[config.mk]
export PLATFORM = sky130hd
export DESIGN_NAME = wash_ctrl_param
export DESIGN_NICKNAME = d
export VERILOG_FILES = /design/src/rtl/wash_ctrl_param.sv
export SDC_FILE = /design/constraint.sdc
export NUM_CORES = 1
export LEC_CHECK = 0
export BUFFER_PORTS_ARGS = -buffer_cell sky130_fd_sc_hd__clkbuf_2
export CORE_ASPECT_RATIO = 0.5
export CORE_UTILIZATION = 52
export DETAILED_ROUTE_END_ITERATION = 6
export HOLD_SLACK_MARGIN = 0.05
export PLACE_DENSITY_LB_ADDON = 0.05
export SETUP_SLACK_MARGIN = 0.5
export SYNTH_ARGS = -nofsm -noshare
export SYNTH_HDL_FRONTEND = slang
export SYNTH_SLANG_ARGS = --single-unit
[constraint.sdc]
create_clock -name clk -period 1.99 [get_ports clk]
set_input_delay 0.199 -clock clk [delete_from_list [all_inputs] [get_ports clk]]
set_output_delay 0.199 -clock clk [all_outputs]
set_load 0.005 [all_outputs]
[src/rtl/wash_ctrl_param.sv]
// Parametrised washing-machine sequencer: fill, detergent, wash, N rinses, drain, spin.
// Pause freezes state and timer; opening the door while locked forces a fault state.
module wash_ctrl_param #(
    parameter int unsigned CNT_W        = 16,
    parameter int unsigned WASH_CYCLES  = 1000,
    parameter int unsigned RINSE_CYCLES = 500,
    parameter int unsigned SPIN_CYCLES  = 800,
    parameter int unsigned RINSE_W      = 2
) (
    input  logic               clk,
    input  logic               rst,
    input  logic               start,
    input  logic               door_closed,
    input  logic               filled,
    input  logic               drained,
    input  logic               detergent_ok,
    input  logic               pause,
    input  logic [RINSE_W-1:0] num_rinses,
    output logic               door_lock,
    output logic               fill_valve,
    output logic               detergent_valve,
    output logic               drain_valve,
    output logic               motor_on,
    output logic               motor_fast,
    output logic               busy,
    output logic               done,
    output logic               fault,
    output logic [3:0]         state,
    output logic [RINSE_W-1:0] rinses_left
);

    localparam logic [CNT_W-1:0] WASH_LOAD  = CNT_W'(WASH_CYCLES - 1);
    localparam logic [CNT_W-1:0] RINSE_LOAD = CNT_W'(RINSE_CYCLES - 1);
    localparam logic [CNT_W-1:0] SPIN_LOAD  = CNT_W'(SPIN_CYCLES - 1);

    typedef enum logic [3:0] {
        S_IDLE      = 4'd0,
        S_FILL      = 4'd1,
        S_DETERGENT = 4'd2,
        S_AGITATE   = 4'd3,
        S_DRAIN     = 4'd4,
        S_SPIN      = 4'd5,
        S_DONE      = 4'd6,
        S_FAULT     = 4'd7
    } state_t;

    state_t             state_q;
    state_t             state_d;
    logic [CNT_W-1:0]   timer_q;
    logic [CNT_W-1:0]   timer_d;
    logic               phase_q;
    logic               phase_d;
    logic [RINSE_W-1:0] rinses_d;
    logic               running;

    logic               door_lock_d;
    logic               fill_valve_d;
    logic               detergent_valve_d;
    logic               drain_valve_d;
    logic               motor_on_d;
    logic               motor_fast_d;
    logic               busy_d;
    logic               done_d;
    logic               fault_d;
    logic               run_d;
    logic               gate_d;

    assign running = (state_q >= S_FILL) && (state_q <= S_SPIN);
    assign state   = state_q;

    // State register plus registered output drivers
    always_ff @(posedge clk or negedge rst) begin
        if (!rst) begin
            state_q         <= S_IDLE;
            timer_q         <= '0;
            phase_q         <= 1'b0;
            rinses_left     <= '0;
            door_lock       <= 1'b0;
            fill_valve      <= 1'b0;
            detergent_valve <= 1'b0;
            drain_valve     <= 1'b0;
            motor_on        <= 1'b0;
            motor_fast      <= 1'b0;
            busy            <= 1'b0;
            done            <= 1'b0;
            fault           <= 1'b0;
        end else begin
            state_q         <= state_d;
            timer_q         <= timer_d;
            phase_q         <= phase_d;
            rinses_left     <= rinses_d;
            door_lock       <= door_lock_d;
            fill_valve      <= fill_valve_d;
            detergent_valve <= detergent_valve_d;
            drain_valve     <= drain_valve_d;
            motor_on        <= motor_on_d;
            motor_fast      <= motor_fast_d;
            busy            <= busy_d;
            done            <= done_d;
            fault           <= fault_d;
        end
    end

    // Next-state logic: door fault beats pause, pause beats normal sequencing
    always_comb begin
        state_d  = state_q;
        timer_d  = timer_q;
        phase_d  = phase_q;
        rinses_d = rinses_left;
        if (running && !door_closed) begin
            state_d = S_FAULT;
        end else if (running && pause) begin
            state_d = state_q;
        end else begin
            case (state_q)
                S_IDLE: begin
                    if (start && door_closed) begin
                        state_d  = S_FILL;
                        phase_d  = 1'b0;
                        rinses_d = num_rinses;
                    end
                end
                S_FILL: begin
                    if (filled) begin
                        if (phase_q) begin
                            state_d = S_AGITATE;
                            timer_d = RINSE_LOAD;
                        end else begin
                            state_d = S_DETERGENT;
                        end
                    end
                end
                S_DETERGENT: begin
                    if (detergent_ok) begin
                        state_d = S_AGITATE;
                        timer_d = WASH_LOAD;
                    end
                end
                S_AGITATE: begin
                    if (timer_q == '0) begin
                        state_d = S_DRAIN;
                    end else begin
                        timer_d = timer_q - CNT_W'(1);
                    end
                end
                S_DRAIN: begin
                    if (drained) begin
                        if (rinses_left != '0) begin
                            state_d  = S_FILL;
                            rinses_d = rinses_left - RINSE_W'(1);
                            phase_d  = 1'b1;
                        end else begin
                            state_d = S_SPIN;
                            timer_d = SPIN_LOAD;
                        end
                    end
                end
                S_SPIN: begin
                    if (timer_q == '0) begin
                        state_d = S_DONE;
                    end else begin
                        timer_d = timer_q - CNT_W'(1);
                    end
                end
                S_DONE: begin
                    if (!start) begin
                        state_d = S_IDLE;
                    end
                end
                S_FAULT: begin
                    if (drained && !start) begin
                        state_d = S_IDLE;
                    end
                end
                default: begin
                    state_d = S_IDLE;
                end
            endcase
        end
    end

    // Output decode of the upcoming state; pause silences valves and motor
    always_comb begin
        run_d             = (state_d >= S_FILL) && (state_d <= S_SPIN);
        gate_d            = run_d && pause;
        door_lock_d       = run_d;
        fill_valve_d      = (state_d == S_FILL) && !gate_d;
        detergent_valve_d = (state_d == S_DETERGENT) && !gate_d;
        drain_valve_d     = (((state_d == S_DRAIN) || (state_d == S_SPIN)) && !gate_d)
                            || (state_d == S_FAULT);
        motor_on_d        = (state_d == S_AGITATE) && !gate_d;
        motor_fast_d      = (state_d == S_SPIN) && !gate_d;
        busy_d            = (state_d != S_IDLE) && (state_d != S_DONE);
        done_d            = (state_d == S_DONE);
        fault_d           = (state_d == S_FAULT);
    end

endmodule

==> results of run 1 <==
metrics by stage:
step | util | cells
after floorplan | - | 242
after global placement | 0.797 | 378
after detailed placement | 0.797 | 378
after CTS | 0.914 | 404
cell families after synthesis:
logic type / Yosys count
xor+xnor: 2
fa+ha+maj: 3
simple gates: 112
flops: 32
buf+inv: 22
compound gates: 70
other cells: 1
repair_timing:
item | in CTS
hold buffers | 1
resized for setup | 52
endpoints found under the hold margin | 19
endpoints found under the setup margin | 31
cloned | 1
setup buffers | 16
pin swaps | 21
cells in the mapped netlist (4+ instances only):
| library cell | number | area share |
|---|---|---|
| and2_1 | 4 | 0.012 |
| a31oi_1 | 5 | 0.015 |
| a21oi_1 | 13 | 0.031 |
| nand2_1 | 14 | 0.025 |
| nor3_1 | 13 | 0.031 |
| nand4_1 | 4 | 0.012 |
| o41ai_1 | 4 | 0.017 |
| or3_1 | 4 | 0.012 |
| nor4_1 | 5 | 0.015 |
| a211oi_1 | 4 | 0.014 |
| dfrtp_1 | 32 | 0.38 |
| inv_1 | 11 | 0.020 |
| nor2_1 | 32 | 0.057 |
| o21ai_0 | 21 | 0.050 |
| nand2b_1 | 5 | 0.015 |
==> results.py, run 1 <==
metrics = {
    "status": {
        "status": "did not finish",
        "stop_stage": "global routing",
        "stop_error": "[ERROR DPL-0038] Utilization greater than 100%, impossible to legalize",
    },
    "yosys": {
        "synthArstFlopShare": 1.00,
        "ys_seq_area_frac": 0.379,
        "synth.avg_cell_area_um2": 8.74,
        "synth-compound-area-share": 0.242,
        "synth_top_family_by_area": "simple AND/OR/NAND/NOR gates",
        "synthMuxAreaShare": 0,
        "synth_xor_xnor_area_share": 0.00828,
        "synth_area_um2": 2110,
        "synth_edf_count": 0,
        "postSynthCellCount": 242,
        "yosys.area_share.adder": 0.0178,
        "synthSimpleGateAreaFrac": 0.299,
        "ys_warn_count": 0,
        "synth_ff_type": "dfrtp_1",
        "ys_ff_latch": 32,
        "synth_nets": 255,
        "synth_cell_types": 60,
    },
    "clock_tree": {
        "clkSinkCount": 32,
        "h-tree-depth": 2,
        "root_buffer": "clkbuf_8",
        "cts_made_buffers": 5,
        "clk_path_buf_depth": 2,
    },
    "die": {
        "start_util": 0.578,
        "num_rows": 15,
        "dieWidth_um": 92.2,
        "io_pins": 25,
        "die_h_um": 47.1,
    },
    "sta": {
        "endpoint_type": "register input",
        "postGrtWorstEndpoint": "busy$_DFF_PN0_/D",
    },
    "placement": {
        "io_buffer_count": 24,
        "dp_hpwl_um": 4930,
        "placed_cell_area_um2": 2920,
        "place_congestion": 0.924,
        "place_ws_ps": -245,
    },
    "grt": {
        "grt_start_max_net_pins": 23,
    },
}
==> run 2: changes to the inputs <==
==> config.mk (replaced) <==
export PLATFORM = sky130hd
export DESIGN_NAME = wash_ctrl_param
export DESIGN_NICKNAME = d
export VERILOG_FILES = /design/src/rtl/wash_ctrl_param.sv
export SDC_FILE = /design/constraint.sdc
export NUM_CORES = 1
export LEC_CHECK = 0
export BUFFER_PORTS_ARGS = -buffer_cell sky130_fd_sc_hd__clkbuf_2
export CORE_UTILIZATION = 40
export DETAILED_ROUTE_END_ITERATION = 6
export PLACE_DENSITY_LB_ADDON = 0.15
export SYNTH_ARGS = -nofsm -noshare
export SYNTH_HDL_FRONTEND = slang
export SYNTH_SLANG_ARGS = --single-unit
==> constraint.sdc (replaced) <==
create_clock -name clk -period 2.6 [get_ports clk]
set_input_delay 0.26 -clock clk [delete_from_list [all_inputs] [get_ports clk]]
set_output_delay 0.26 -clock clk [all_outputs]
set_load 0.005 [all_outputs]
==> results.py, run 2 <==
metrics = {
    "finish": {
        "largest_reg_flops": 16,
        "area_growth_pct": 17.4,
        "regMostFlops": "timer_q",
        "final_cells": 347,
        "finalNetCount": 289,
        "mostFrequentLayoutCell": "nor2_1",
        "antennaDiodeCount": 0,
        "layout-drive-gt1-share": 0.227,
        "fill_cells": 515,
        "final_cell_mix": "32 x nor2_1, 31 x dfrtp_1, 24 x clkbuf_2",
    },
    "clock_tree": {
        "root_buffer": "clkbuf_8",
        "cts_resized": 0,
        "clkSinkCount": 32,
        "clk_pin_slew_ps": 70,
        "cts_made_buffers": 5,
        "h-tree-depth": 2,
        "post_cts_buffers": 0,
        "clk_path_buf_depth": 2,
        "clk_latency_ps": 280,
        "cts_tree": "done",
        "cts_hold_repair.buffers": 0,
    },
    "die": {
        "dieWidth_um": 74.7,
        "die_h_um": 74.7,
        "num_rows": 26,
        "start_util": 0.414,
        "dieArea_um2": 5580,
        "core_um2": 5110,
        "io_pins": 25,
    },
    "power": {
        "powerDensity_nw_per_um2": 784,
        "ir_drop_mv": 0.302,
        "leakagePower_nw": 1.08,
    },
    "yosys": {
        "synth_ff_type": "dfrtp_1",
        "synth_area_leaders": "dfrtp_1 38%, nor2_1 5.7%, o21ai_0 5.0%",
        "ys_top_cells_by_count": "32 x dfrtp_1, 32 x nor2_1, 21 x o21ai_0",
        "synth_area_um2": 2110,
        "synth.avg_cell_area_um2": 8.74,
        "ys_warn_count": 0,
        "synth_cell_types": 60,
        "yosysTopAreaCell": "dfrtp_1",
        "ys_ff_latch": 32,
        "synth_top_area_share": 0.379,
        "synth_edf_count": 0,
        "ys_seq_area_frac": 0.379,
        "synthArstFlopShare": 1.00,
        "postSynthCellCount": 242,
        "synth_nets": 255,
    },
    "sta": {
        "worstMarginPinSlew_ps": 813,
        "max-slew-margin-rel": 0.458,
        "fin_setup_tns_ps": 0,
        "skew_ps": 6.02,
        "fin_crit_ps": 2400,
        "setup_viol": 0,
        "final.period_utilization": 0.921,
        "hold_viol": 0,
        "rsz0062_at_grt": "false",
        "drv_slew": 0,
        "fmax_mhz": 417,
    },
    "placement": {
        "placed_cells": 339,
        "dp_hpwl_um": 3820,
        "place_congestion": 0.823,
        "io_buffer_count": 24,
    },
    "grt": {
        "grt_start_max_net_pins": 33,
        "grt_pass1_vias": 1825,
        "overflow": 0,
        "track_usage": 0.212,
        "antenna_found_initial": 0,
        "grt_pass1_wl_um": 8850,
    },
    "drt": {
        "drc": 0,
        "wl_um": 5220,
        "drtIter0Drc": 90,
        "drt_first_pass_iters": 4,
        "viasPerCell": 5.52,
        "ant_nets": 0,
        "routedWlPerCell_um": 15.0,
        "vias": 1914,
    },
    "setup_path": {
        "startpoint_type": "flop",
        "critPathKind": "flop to flop",
        "max_stage_delay_ps": 630,
        "cp-end-kind": "flop",
        "cp.required_ps": 2770,
        "crit_path_end": "busy",
        "path_cells": "buf_4, nand2b_1, o221ai_1, o32ai_1, or4_4, a21o_1",
        "ff2ff_path_depth": 6,
        "crit_path_max_fanout": 15,
        "arrival_ps": 2570,
        "rr_endpoint": "busy",
        "reg2reg_slack_ps": 200,
        "slowest_stage": "dfrtp_1",
        "startpoint": "state[0]",
        "rr_startpoint": "state[0]",
    },
    "min_path": {
        "hp-class": "primary input to asynchronous set/reset pin",
    },
    "job": {
        "drv_cap": 0,
    },
    "status": {
        "status": "finished, final reports clean",
    },
}
-- run 2: cell counts after synthesis --
No cell type changed its count.
-- run 2: logic make-up (layout without fill, tap and decap cells) --
kind of cell	after synthesis	in the layout	share of synthesized area
AOI/OAI and AO/OA	70	70	0.242
xor gates and xnor gates	2	2	0.00829
adders and majority gates	3	3	0.0178
buffers and inverters	22	57	0.0527
DFF	32	32	0.379
other	1	1	0.00177
and+or+nand+nor	112	112	0.299
-- run 2: layout make-up --
type | count | area, um^2 | share of cell area
Tap cell | 70 | 87.6 | 0.0353
Clock inverter | 1 | 30.0 | 0.0121
Multi-Input combinational cell | 188 | 1200 | 0.485
Inverter | 12 | 45.0 | 0.0181
Timing Repair Buffer | 37 | 218 | 0.0877
Clock buffer | 7 | 96.3 | 0.0388
Sequential cell | 32 | 802 | 0.323
-- run 2: routing by layer --
metal  global-route usage  share of wire  vias up
met5                    0              0        -
met4               0.0629         0.0079        0
met3               0.0442          0.031        4
met2                0.333           0.44       32
met1                0.296           0.52      911
li1                     -              -      967
-- run 2: power by group --
group          switching, mW  internal (mW)  leakage, nW  total [mW]
Clock                  0.187          0.338       0.0645       0.525
Sequential             0.171          0.620        0.401       0.792
Combinational          0.341          0.287        0.613       0.628
Total                  0.700           1.25         1.08        1.95
-- run 2: critical path, delay by kind of cell, from the launching register on --
kind                   cells  cell delay [ps]
AOI/OAI and AO/OA          3              720
and+or+nand+nor            2              700
DFF                        1              630
buffers and inverters      1              230
-- run 2: worst min path at each step --
stage	slack, ps	depth (start not counted)	end
final	50	1	state[2]
after detailed placement	400	1	phase_q
after global placement	400	1	phase_q
after global routing	130	1	fill_valve
after CTS	100	1	phase_q
after floorplan	-40	0	busy
-- run 2: through the flow --
stage	hold slack [ps]	cell area [um^2]	util	setup WS [ps]	power, mW
floorplan	-35.6	2110	-	462	1.21
global placement	404	2350	0.461	227	1.41
detailed placement	404	2350	0.461	178	1.42
CTS	97.1	2480	0.486	156	1.96
global route	126	2480	0.486	16.7	2.09
finish	53.4	2480	0.486	204	1.95
No activity file was read; power rests on OpenSTA's default activity.
